**config.mk**
```make
export PLATFORM = sky130hd
export DESIGN_NAME = jk_bank_arbiter
export DESIGN_NICKNAME = d
export VERILOG_FILES = /design/src/rtl/jk_bank_arbiter.sv
export SDC_FILE = /design/constraint.sdc
export NUM_CORES = 1
export LEC_CHECK = 0
export ABC_CLOCK_PERIOD_IN_PS = 2000
export CELL_PAD_IN_SITES_DETAIL_PLACEMENT = 0
export CELL_PAD_IN_SITES_GLOBAL_PLACEMENT = 1
export CORE_MARGIN = 1
export CORE_UTILIZATION = 35
export CTS_BUF_LIST = sky130_fd_sc_hd__clkbuf_4 sky130_fd_sc_hd__clkbuf_8 sky130_fd_sc_hd__clkbuf_16
export DETAILED_ROUTE_END_ITERATION = 6
export PLACE_DENSITY_LB_ADDON = 0.1
export SLEW_MARGIN = 15
export SYNTH_ARGS = -nofsm -noshare
export SYNTH_HDL_FRONTEND = slang
export SYNTH_SLANG_ARGS = --single-unit
```
**constraint.sdc**
```tcl
create_clock -name MasterClock -period 2 [get_ports MasterClock]
set_clock_uncertainty 0.1 [all_clocks]
set_input_delay 0.2 -clock MasterClock [delete_from_list [all_inputs] [get_ports MasterClock]]
set_output_delay 0.2 -clock MasterClock [all_outputs]
set_load 0.1 [all_outputs]
```
**src/rtl/jk_bank_arbiter.sv**
```systemverilog
// jk_bank_arbiter: round-robin arbiter that lets NREQ requesters share a bank
// of NFLOP JK state bits. A winning request is armed onto j/k and committed to
// q on the next rising edge of the slow clock clk, sampled on MasterClock.
//
// Ports:
//   MasterClock  sole clock
//   reset        asynchronous active-high reset
//   clk          slow design clock; a sampled 0->1 change is a commit edge
//   req          per-requester request, held until grant
//   req_op       per-requester {j,k}: 00 hold, 01 clear, 10 set, 11 toggle
//   req_idx      per-requester target bit index
//   grant        one-cycle pulse when a request is committed
//   j, k         registered JK drive; only the armed bit can be non-zero
//   q            bank state
//   busy         high while ARMED or COMMIT

// One JK bit of the bank. j/k are zero for every bit except the armed one,
// so a bank-wide commit strobe only ever changes that single bit.
module jk_bank_bit (
    input  logic MasterClock,
    input  logic reset,
    input  logic commit,
    input  logic j,
    input  logic k,
    output logic q
);
    always_ff @(posedge MasterClock or posedge reset) begin
        if (reset) begin
            q <= 1'b0;
        end else if (commit) begin
            case ({j, k})
                2'b01:   q <= 1'b0;
                2'b10:   q <= 1'b1;
                2'b11:   q <= ~q;
                default: q <= q;
            endcase
        end
    end
endmodule

module jk_bank_arbiter #(
    parameter int NREQ  = 4,
    parameter int NFLOP = 8,
    parameter int IW    = $clog2(NFLOP)
) (
    input  logic                 MasterClock,
    input  logic                 reset,
    input  logic                 clk,
    input  logic [NREQ-1:0]      req,
    input  logic [2*NREQ-1:0]    req_op,
    input  logic [IW*NREQ-1:0]   req_idx,
    output logic [NREQ-1:0]      grant,
    output logic [NFLOP-1:0]     j,
    output logic [NFLOP-1:0]     k,
    output logic [NFLOP-1:0]     q,
    output logic                 busy
);
    localparam int PW = $clog2(NREQ);

    typedef enum logic [1:0] {IDLE, ARMED, COMMIT} state_t;

    state_t           state;
    logic [PW-1:0]    ptr;
    logic [PW-1:0]    win;
    logic             clk_d;
    logic             clk_rise;
    logic             commit;

    logic             sel_found;
    logic [PW-1:0]    sel_id;
    logic [1:0]       sel_op;
    logic [IW-1:0]    sel_idx;
    logic [NFLOP-1:0] sel_mask;

    assign clk_rise = clk & ~clk_d;
    assign commit   = (state == ARMED) && clk_rise;

    // Round robin: the lowest requester at or above ptr wins; if none is at
    // or above ptr, the search wraps and the lowest requester overall wins.
    always_comb begin
        sel_found = 1'b0;
        sel_id    = '0;
        for (int i = NREQ - 1; i >= 0; i--) begin
            if (req[i]) begin
                sel_found = 1'b1;
                sel_id    = PW'(i);
            end
        end
        for (int i = NREQ - 1; i >= 0; i--) begin
            if (req[i] && (i >= int'(ptr))) sel_id = PW'(i);
        end
    end

    always_comb begin
        sel_op  = '0;
        sel_idx = '0;
        for (int i = 0; i < NREQ; i++) begin
            if (sel_id == PW'(i)) begin
                sel_op  = req_op[2*i +: 2];
                sel_idx = req_idx[IW*i +: IW];
            end
        end
    end

    // An out-of-range index yields an all-zero mask: the slot still runs and
    // grants, but no j/k bit is driven and q cannot change.
    always_comb begin
        sel_mask = '0;
        for (int i = 0; i < NFLOP; i++) sel_mask[i] = (int'(sel_idx) == i);
    end

    always_ff @(posedge MasterClock or posedge reset) begin
        if (reset) begin
            state <= IDLE;
            ptr   <= '0;
            win   <= '0;
            clk_d <= 1'b0;
            j     <= '0;
            k     <= '0;
            grant <= '0;
            busy  <= 1'b0;
        end else begin
            clk_d <= clk;
            grant <= '0;
            case (state)
                // A commit edge seen here is deliberately dropped: the command
                // is only armed this cycle and commits on a later clk edge.
                IDLE: begin
                    if (sel_found) begin
                        win   <= sel_id;
                        j     <= sel_mask & {NFLOP{sel_op[1]}};
                        k     <= sel_mask & {NFLOP{sel_op[0]}};
                        busy  <= 1'b1;
                        state <= ARMED;
                    end
                end
                ARMED: begin
                    if (clk_rise) begin
                        grant[win] <= 1'b1;
                        ptr        <= (win == PW'(NREQ - 1)) ? '0 : win + 1'b1;
                        state      <= COMMIT;
                    end
                end
                // req is not looked at here, so a requester still holding req
                // in the grant-follow cycle is not re-armed twice.
                COMMIT: begin
                    j     <= '0;
                    k     <= '0;
                    busy  <= 1'b0;
                    state <= IDLE;
                end
                default: state <= IDLE;
            endcase
        end
    end

    genvar g;
    generate
        for (g = 0; g < NFLOP; g++) begin : g_bit
            jk_bank_bit u_bit (
                .MasterClock (MasterClock),
                .reset       (reset),
                .commit      (commit),
                .j           (j[g]),
                .k           (k[g]),
                .q           (q[g])
            );
        end
    endgenerate
endmodule

```
; Word-level counts from Yosys, hierarchy flattened
; Cells that the tools add are included.
[op_classes]
n_bitwise = 12
n_mux = 41
n_eq_ne = 39
order_cmp = 5
reduce_logical = 29
n_addsub = 1
[ops]
columns = operator, count
row1 = "2-bit == test, second input constant", 20
row2 = 8-bit case mux with 2 select lines, 2
row3 = 2-bit 2-to-1 mux, 14
row4 = 1-bit case mux with 3 select lines, 8
row5 = 2-bit AND reduction, 12
row6 = 3-bit nonzero test, 8
row7 = "2-bit by 1-bit == test with 1-bit output, second input constant", 10
row8 = 8-bit bitwise AND, 2
row9 = 8-bit 2-to-1 mux, 2
row10 = "3-bit == test, second input constant", 4
row11 = 3-bit 2-to-1 mux, 4
row12 = 1-bit inverter, 9
row13 = 4-bit 2-to-1 mux, 2
row14 = "3-bit by 2-bit == test with 1-bit output, second input constant", 2
row15 = 1-bit 2-to-1 mux, 6
row16 = 1-bit logical AND, 5
row17 = "1-bit by 2-bit >= comparator with 1-bit output, first input constant", 2
row18 = 2-bit zero test, 2
row19 = "2-bit != test, second input constant", 2
row20 = 2-bit case mux with 2 select lines, 1
row21 = "3-bit by 1-bit == test with 1-bit output, second input constant", 1
row22 = 3-bit zero test, 1
row23 = "2-bit by 3-bit less-than comparator with 1-bit output, second input constant", 1
row24 = "2-bit by 1-bit adder with 2-bit output, second input constant", 1
row25 = other kinds (6), 6
[totals]
word_cells = 143
output_inout_bits = 29
register_bits = 36
in_bits = 27

; Longest topological paths before layout
; Gate-level depths: netlist (run 1).
[logic_depth]
depth_word = 16
ltp_mapped = 8
ltp_nobuf = 6

; By module
; A second synthesis (run 1) with hierarchy kept.
[unflattened]
cells_unflattened = 186
hier_area_um2 = 1941.9
[by_module_without_submodules]
columns = module, area_each_um2, seq_area_each_um2, cells_per_inst, n_inst
row1 = jk_bank_arbiter, 1621.6, 700.7, 154, 1
row2 = jk_bank_bit, 40.0, 25.0, 4, 8

; Worst setup path before layout (run 1)
; Ideal clock, no wire load.
[synth_path]
kind = reg2reg
from = reg ptr[0]
to = reg j[5]
setup_time_ns = 0.122
arrival_ns = 1.590
path_stages_with_launch = 9
path_buffers = 2
period_less_slack_ns = 1.812
t_required_ns = 1.778
setup_slack_ns = 0.188
path_cell_list = dfrtp_1 buf_4 nor2b_1 o21bai_1 a21o_2 o22ai_2 or2_1 buf_6 a32o_1
[synth_between]
elab_chain_cells = 14
word_cells_on_any_way = 25
classes_between = 3 x order compare / 4 x eq/ne / 13 x mux / 1 x bitwise / 4 x reduce/logical
[synth_rtl]
columns = item, line_no
row1 = "start, declared", 63  ; logic [PW-1:0] ptr;
row2 = "start signal, assigned", 140  ; ptr <= (win == PW'(NREQ - 1)) ? '0 : win + 1'b1;
row3 = 2-bit >= comparator, 90  ; if (req[i] && (i >= int'(ptr))) sel_id = PW'(i);
row4 = 1-bit logical AND, 90
row5 = 2-bit 2-to-1 mux (2 in a row), 90
row6 = 2-bit 2-to-1 mux *, 90
row7 = 2-bit zero test, 98  ; if (sel_id == PW'(i)) begin
row8 = 3-bit 2-to-1 mux (4 in a row), 98
row9 = 3-bit == test, 109  ; for (int i = 0; i < NFLOP; i++) sel_mask[i] = (int'(sel_idx) == i);
row10 = 8-bit bitwise AND *, 131  ; j <= sel_mask & {NFLOP{sel_op[1]}};
row11 = 8-bit 2-to-1 mux *, 129  ; if (sel_found) begin
row12 = 8-bit case mux with 2 select lines *, 125  ; case (state)
row13 = "end signal, assigned", 131
row14 = "end, declared", 53  ; output logic [NFLOP-1:0] j,
; Every way passes the cells marked *; elsewhere a longest branch is shown, timed or not. The select of a mux whose other input is x is not followed.
; A chain may end at the register's enable or synchronous reset.

; Final worst setup path (run 1)
[layout_path]
from = reg ptr[1]
to = reg j[7]
[layout_between]
elab_chain_cells = 14
word_cells_on_any_way = 25
classes_between = 3 x order compare / 4 x eq/ne / 13 x mux / 1 x bitwise / 4 x reduce/logical
[layout_rtl]
columns = item, line_no
row1 = 2-bit >= comparator, 90
row2 = 1-bit logical AND, 90
row3 = 2-bit 2-to-1 mux (2 in a row), 90
row4 = 2-bit 2-to-1 mux *, 90
row5 = 2-bit zero test, 98
row6 = 3-bit 2-to-1 mux (4 in a row), 98
row7 = 3-bit by 1-bit == test with 1-bit output, 109
row8 = 8-bit bitwise AND *, 131
row9 = 8-bit 2-to-1 mux *, 129
row10 = 8-bit case mux with 2 select lines *, 125
; Marks and branches as above.

==> flow_metrics.py, run 1 <==
metrics = {
    "status": {
        "outcome": "finished, final reports clean",
    },
    "finish": {
        "multiInputGateArea_um2": 952,
        "drive_gt1_share_pct": 34.6,
        "fill_cells": 525,
        "antenna_cells": 0,
        "seqCellArea_um2": 903,
        "final_cells": 306,
        "area_growth_pct": 31.3,
        "nNetsFinal": 264,
    },
    "setup_path": {
        "critPathMaxFanout": 6,
        "cp-start-kind": "register",
        "rrSetupSlack_ps": 10,
        "r2r_end": "j[7]",
        "end_kind": "register",
        "critPathKind": "reg2reg",
        "worst_ep_required_time_ps": 2080,
        "rr_worst_depth": 7,
        "r2r_start": "ptr[1]",
        "arrival_ps": 2070,
    },
    "die": {
        "ioPinCount": 56,
        "die-area_um2": 6120,
        "die_y_um": 78.2,
        "core_um2": 5540,
        "start_util_pct": 36.7,
        "rows": 27,
        "die_x_um": 78.2,
    },
    "logic_synthesis": {
        "synth-seq-cells": 36,
        "synth_top_cell_by_area": "dfrtp_1",
        "synthArstFlopShare_pct": 100,
        "syn-instance-count": 190,
        "synthMostInstantiatedCell": "dfrtp_1",
        "ys_seq_area_share_pct": 44.3,
        "synth_area_leaders": "dfrtp_1, buf_4, a32o_1",
        "yosysUniqueCellTypes": 46,
        "yosysWarnings": 0,
        "syn_area_per_cell_um2": 10.7,
        "postSynthNetCount": 221,
        "synthTopCellsByCount": "dfrtp_1, buf_4, a32o_1",
        "synth-edff-count": 0,
        "netlist_area_um2": 2030,
        "yosysTopAreaCellShare_pct": 44.3,
        "synthFlopType": "dfrtp_1",
    },
    "timing": {
        "tightestPinTransition_ps": 768,
        "finalCriticalPeriod_ps": 1990,
        "slew_violations": 0,
        "slew_headroom_pct": 48.8,
        "rsz0062_at_grt": "yes",
        "finalHoldViolCount": 0,
        "fin_ws_ps": 10.3,
        "period_share_pct": 99.5,
        "setup_viol": 0,
        "clock.fmax_mhz": 503,
    },
    "routing": {
        "drc_errors": 0,
        "viasPerCell": 5.29,
        "wire_per_inst_um": 16.3,
        "vias": 1620,
        "drtIter0Drc": 63,
        "ant_nets": 0,
        "totalWireLength_mm": 5.00,
        "first_pass_iters": 4,
    },
    "global_routing": {
        "grt_pass1_vias": 1636,
        "grt_max_degree": 37,
        "grt_pass1_wl_mm": 7.83,
        "grt_usage_pct": 16.8,
        "antenna_found_initial": 0,
        "grt_overflow": 0,
    },
    "clocking": {
        "htree_levels": 2,
        "clkSinkCount": 36,
        "insertion_delay_ps": 290,
        "clockRootBuffer": "clkbuf_8",
        "clockBufferDepth": 2,
        "cts_made_buffers": 5,
        "path_clk_slew_ps": 70,
        "tritoncts": "built",
    },
    "placed_design": {
        "port_buffers": 55,
        "place_hpwl_mm": 3.61,
        "place_ws_ps": -538,
        "dp.cells": 293,
        "finalWeightedCongestion": 0.819,
    },
    "worst_hold_path": {
        "hold_class": "in2async",
    },
    "job": {
        "maxCapViolCount": 0,
    },
}
registers in the layout, indices dropped and copies added (netlist names):
name           cells
win                2
grant              4
clk_d              1
ptr                2
state              2
g_bit.u_bit.q      8
j                  8
busy               1
k                  8
layout by cell type (no fill, tap or decap), drive strengths merged, types with 6 or more instances in the layout:
cell and instances:
buf 43, dfrtp 36, clkdlybuf4s50 22, a32o 16
a21oi 13, inv 11, a31oi 9, and2 8
clkbuf 7, nand2 6, o21ai 6
layout make-up:
cell class	instances	share of cell area (%)
Multi-Input combinational cell	110	35.7
Sequential cell	36	33.8
Timing Repair Buffer	69	21.9
Clock buffer	7	3.37
Tap cell	72	3.37
Inverter	11	1.55
Clock inverter	1	0.281
worst max-delay path by stage:
stage,startpoint,end,slack (ps),cells after the start
floorplan,ptr[0],j[5],190,8
global placement,req[2],j[6],-370,5
detailed placement,req[0],k[1],-540,5
CTS,ptr[1],k[1],3,7
global route,ptr[1],k[4],-80,6
finish,ptr[1],j[7],10,7
kinds of logic (layout without fill, tap and decap cells):
group | Yosys count | after routing | share of synthesized area [%]
multiplexers | 2 | 2 | 1.11
AO/OA/AOI/OAI | 69 | 69 | 27.9
buffers and inverters | 44 | 88 | 13.8
adder cells (fa/ha/maj) | 4 | 4 | 2.46
AND/OR/NAND/NOR | 35 | 35 | 10.4
flip-flops | 36 | 36 | 44.3
metrics by stage:
| stage | hold slack (ps) | area, um^2 | setup TNS (ps) | utilization [%] |
|---|---|---|---|---|
| after floorplan | 131 | 2030 | 0 | - |
| after global routing | 272 | 2670 | -894 | 48.2 |
| final | 228 | 2670 | 0 | 48.2 |
| after global placement | 365 | 2430 | -5920 | 43.8 |
| after CTS | 245 | 2590 | 0 | 46.7 |
| after detailed placement | 372 | 2430 | -8250 | 43.8 |
what timing repair did:
item                       4_1_cts  5_1_grt
gates cloned                     0        0
buffers inserted                 4        1
hold buffers                     0        0
resized for setup               11       14
setup endpoints to repair       16       16
pin swaps                        2       10
layer usage:
layer | global-route usage [%] | wire [um] | vias to the layer above
met3 | 3.95 | 247 | 10
met2 | 28.8 | 2510 | 52
li1 | - | - | 775
met4 | 7.41 | 89 | 0
met1 | 20.0 | 2150 | 783
met5 | 0 | 0 | -
worst max-delay path: stages (launching register included):
cell      delay, ps
dfrtp_2         460
buf_6           140
nor2b_1         100
o21bai_1         80
a21o_2          290
o221a_4         310
and2_4          170
a32o_1          250
Power of run 1 is left out: the tool's default activity adds up to more than one toggle a clock period on the data nets, which glitch-free logic cannot reach.
==> run 2, diff against run 1 <==
--- a/config.mk
+++ b/config.mk
@@ -9,7 +9,7 @@
 export CELL_PAD_IN_SITES_DETAIL_PLACEMENT = 0
 export CELL_PAD_IN_SITES_GLOBAL_PLACEMENT = 1
 export CORE_MARGIN = 1
-export CORE_UTILIZATION = 35
+export CORE_UTILIZATION = 37
 export CTS_BUF_LIST = sky130_fd_sc_hd__clkbuf_4 sky130_fd_sc_hd__clkbuf_8 sky130_fd_sc_hd__clkbuf_16
 export DETAILED_ROUTE_END_ITERATION = 6
 export PLACE_DENSITY_LB_ADDON = 0.1
==> run 2 against run 1 <==
Against the previous run: the flow now finishes with violations (negative setup slack); flip-flop and latch count did not move; non-clock buffer count up 1; worst hold slack got worse by 7.6 ps; final area is 2.2% higher; utilization increased by 4.3 points; routed wire length shrank 6.5%; largest cell class unchanged.
==> flow_metrics.py, run 2 (synthesis gave the netlist of run 1 again) <==
metrics = {
    "setup_path": {
        "arrival_ps": 2070,
        "critPathKind": "reg2reg",
        "worst_ep_required_time_ps": 2070,
        "end_kind": "register",
        "cp-start-kind": "register",
        "slowest_stage": "dfrtp_2",
        "critPathMaxFanout": 6,
        "rrSetupSlack_ps": -4,
        "crit_chain": "buf_6 -> nor2b_1 -> o21bai_1 -> a21o_2 -> o221a_4 -> and2_4 -> a32o_1",
        "cpPeakStageDelay_ps": 460,
    },
    "timing": {
        "slew_headroom_pct": 50.9,
        "finalCriticalPeriod_ps": 2000,
        "rsz0062_at_grt": "yes",
        "period_share_pct": 100,
        "finalHoldViolCount": 0,
        "hold_slack_ps": 220,
        "slew_violations": 0,
        "setup_viol": 1,
        "fin_ws_ps": -4.38,
        "clock.fmax_mhz": 499,
        "fin_tns_setup_ps": -4.38,
        "tightestPinTransition_ps": 736,
    },
    "placed_design": {
        "postPlaceCellArea_um2": 2440,
        "port_buffers": 55,
        "finalWeightedCongestion": 0.806,
        "place_ws_ps": -411,
        "place_hpwl_mm": 3.41,
    },
    "clocking": {
        "insertion_delay_ps": 280,
        "tritoncts": "built",
        "clockRootBuffer": "clkbuf_8",
        "htree_levels": 2,
        "cts_made_buffers": 5,
        "path_clk_slew_ps": 70,
        "clkSinkCount": 36,
        "clockBufferDepth": 2,
        "cts-hold-fix-buffers": 0,
    },
    "die": {
        "rows": 26,
        "die_y_um": 76.1,
        "core_um2": 5200,
        "die_x_um": 76.1,
        "start_util_pct": 39.1,
        "ioPinCount": 56,
        "die-area_um2": 5800,
    },
    "global_routing": {
        "grt_usage_pct": 16.3,
        "grt_pass1_wl_mm": 7.44,
        "grt_pass1_vias": 1515,
        "grt_overflow": 0,
        "antenna_found_initial": 0,
        "grt_max_degree": 37,
    },
    "finish": {
        "area_growth_pct": 34.3,
        "final_common_cell": "buf_4",
        "drive_gt1_share_pct": 35.3,
        "fill_cells": 481,
        "layout_common_cells": "buf_4, dfrtp_1, clkdlybuf4s50_1",
        "reg.largest.list": "g_bit.u_bit.q (8), j (8), k (8)",
        "antenna_cells": 0,
        "nNetsFinal": 265,
        "fin_area_um2": 2730,
    },
    "routing": {
        "drtIter0Drc": 147,
        "viasPerCell": 5.38,
        "ant_nets": 0,
        "drc_errors": 0,
        "totalWireLength_mm": 4.68,
        "vias": 1641,
        "wire_per_inst_um": 15.3,
        "first_pass_iters": 4,
    },
    "status": {
        "outcome": "complete, but fails checks",
        "violations": "negative setup slack",
    },
    "job": {
        "maxCapViolCount": 0,
    },
    "worst_hold_path": {
        "hold_class": "in2async",
    },
}
run 2: worst paths after layout:
kind	startpoint	to	cells after the start
max	ptr[1]	j[5]	7
min	reset	grant[1]	3
max reg2reg	ptr[1]	j[5]	7
min reg2reg	g_bit[3].u_bit.q	g_bit[3].u_bit.q	1
max in group asynchronous	reset	ptr[1]	3
min in group MasterClock	clk	clk_d	1
run 2: final cells by class:
| cell class | instances | area (um^2) | area share [%] |
|---|---|---|---|
| Tap cell | 70 | 87.6 | 3.21 |
| Sequential cell | 36 | 903 | 33.1 |
| Multi-Input combinational cell | 110 | 953 | 34.9 |
| Clock inverter | 1 | 30.0 | 1.10 |
| Timing Repair Buffer | 70 | 618 | 22.6 |
| Inverter | 11 | 41.3 | 1.51 |
| Clock buffer | 7 | 96.3 | 3.53 |
run 2: worst max-delay path: cells and delay by family, from the launching register on:
family,cells,cell delay (ps)
compound gates,4,910
flops,1,460
simple gates,2,270
buf+inv,1,150
run 2: metal layers:
| layer | track usage (%) | share of wire [%] | vias up |
|---|---|---|---|
| met3 | 3.83 | 5.3 | 7 |
| met1 | 22.2 | 47 | 799 |
| met5 | 0 | 0 | - |
| li1 | - | - | 778 |
| met2 | 25.1 | 47 | 57 |
| met4 | 6.15 | 1.4 | 0 |
run 2: stage by stage:
step	util, %	std cells
3_5_place_dp	46.9	291
6_report	52.5	305
5_1_grt	52.5	305
4_1_cts	50.0	301
2_1_floorplan	-	190
3_3_place_gp	46.9	291
run 2: repair_timing:
item,in CTS,in global routing
setup endpoints to repair,16,16
buffers inserted,2,4
gates cloned,0,0
resized for setup,6,22
pin swaps,0,16
Power of run 2 is left out for the same reason.
==> run 3, diff against run 2 <==
--- a/config.mk
+++ b/config.mk
@@ -6,6 +6,7 @@
 export NUM_CORES = 1
 export LEC_CHECK = 0
 export ABC_CLOCK_PERIOD_IN_PS = 2000
+export CAP_MARGIN = 30
 export CELL_PAD_IN_SITES_DETAIL_PLACEMENT = 0
 export CELL_PAD_IN_SITES_GLOBAL_PLACEMENT = 1
 export CORE_MARGIN = 1
==> run 3 against run 2 <==
Against the previous run: the run now ends clean; register-to-register slack about the same; routed wire length increased by 1.5%; worst hold slack about the same; final area increased by 0.37%; global-route usage about the same; via count decreased by 0.61%; count of clock-buffer cells in the layout unchanged; sequential share of layout area decreased by 0.17 points.
==> flow_metrics.py, run 3 (synthesis gave the netlist of run 1 again) <==
metrics = {
    "clocking": {
        "cts_made_buffers": 5,
        "insertion_delay_ps": 280,
        "tritoncts": "built",
        "htree_levels": 2,
        "clkSinkCount": 36,
        "path_clk_slew_ps": 70,
        "clockBufferDepth": 2,
        "clockRootBuffer": "clkbuf_8",
    },
    "die": {
        "die_x_um": 76.1,
        "die_y_um": 76.1,
        "core_um2": 5200,
        "ioPinCount": 56,
        "rows": 26,
        "start_util_pct": 39.1,
        "die-area_um2": 5800,
    },
    "finish": {
        "utilization_pct": 52.6,
        "drive_gt1_share_pct": 36.4,
        "area_growth_pct": 34.8,
        "layout_common_cells": "buf_4, dfrtp_1, clkdlybuf4s50_1",
        "reg.largest.list": "g_bit.u_bit.q (8), j (8), k (8)",
        "final_common_cell": "buf_4",
        "nNetsFinal": 266,
        "antenna_cells": 0,
    },
    "global_routing": {
        "grt_overflow": 0,
        "grt_pass1_wl_mm": 7.58,
        "antenna_found_initial": 0,
        "grt_max_degree": 37,
        "grt_pass1_vias": 1534,
        "grt_usage_pct": 16.3,
    },
    "routing": {
        "wire_per_inst_um": 15.5,
        "totalWireLength_mm": 4.75,
        "drtIter0Drc": 77,
        "drc_errors": 0,
        "first_pass_iters": 4,
        "viasPerCell": 5.33,
        "vias": 1631,
        "ant_nets": 0,
    },
    "timing": {
        "tightestPinTransition_ps": 456,
        "clock.fmax_mhz": 501,
        "setup_viol": 0,
        "period_share_pct": 99.8,
        "rsz0062_at_grt": "yes",
        "slew_violations": 0,
        "finalCriticalPeriod_ps": 2000,
        "finalHoldViolCount": 0,
        "slew_headroom_pct": 69.6,
        "fin_ws_ps": 3.60,
    },
    "setup_path": {
        "arrival_ps": 2060,
        "end_kind": "register",
        "critPathKind": "reg2reg",
        "cpPeakStageDelay_ps": 460,
        "critPathMaxFanout": 6,
        "slowest_stage": "dfrtp_2",
        "crit_chain": "buf_6 -> nor2b_4 -> o21bai_1 -> a21o_2 -> o221a_4 -> and2_4 -> a32o_1",
        "worst_ep_required_time_ps": 2070,
        "cp-start-kind": "register",
    },
    "status": {
        "outcome": "finished, final reports clean",
    },
    "placed_design": {
        "place_ws_ps": -322,
        "place_hpwl_mm": 3.40,
        "finalWeightedCongestion": 0.806,
        "port_buffers": 55,
    },
    "worst_hold_path": {
        "hold_class": "in2async",
    },
    "job": {
        "maxCapViolCount": 0,
    },
}
==> run 3: worst paths after layout <==
path	from	endpoint	slack, ps	cells past startpoint
worst max-delay path	ptr[1]	j[5]	4	7
worst min-delay path	reset	grant[2]	220	3
worst max register to register	ptr[1]	j[5]	4	7
worst min register to register	g_bit[3].u_bit.q	g_bit[3].u_bit.q	390	1
max in group asynchronous	reset	ptr[1]	1230	3
min in group MasterClock	clk	clk_d	270	1
==> run 3: area by class of cell <==
type	count	area, um^2
Clock buffer	7	96.3
Clock inverter	1	30.0
Fill cell	465	2460
Inverter	11	41.3
Multi-Input combinational cell	110	955
Sequential cell	36	902
Tap cell	70	87.6
Timing Repair Buffer	71	628
==> run 3: per-layer routing <==
| metal | vias up | global-route usage (%) | wire [um] |
|---|---|---|---|
| met4 | 0 | 3.46 | 38 |
| li1 | 774 | - | - |
| met2 | 46 | 26.8 | 2260 |
| met3 | 5 | 4.19 | 215 |
| met1 | 806 | 21.7 | 2240 |
| met5 | - | 0 | 0 |
==> run 3: worst max-delay path, delay by kind of cell (launching register included) <==
kind                   cells  cell delay, ps
flip-flops                 1             460
AO/OA/AOI/OAI              4             900
buffers and inverters      1             160
AND/OR/NAND/NOR            2             260
==> run 3: metrics by stage <==
step | TNS, ps | std cells | hold WS, ps | instance area [um^2]
finish | 0 | 306 | 220 | 2740
global route | -313 | 306 | 273 | 2740
CTS | 0 | 301 | 244 | 2600
detailed placement | -4790 | 292 | 374 | 2450
global placement | -4970 | 291 | 365 | 2440
floorplan | 0 | 190 | 131 | 2030
==> run 3: timing repair <==
action	4_1_cts	5_1_grt
hold buffers	0	0
pin swaps	1	16
resized for setup	6	24
buffers inserted	1	5
setup endpoints to repair	16	16
Power of run 3 is left out for the same reason.
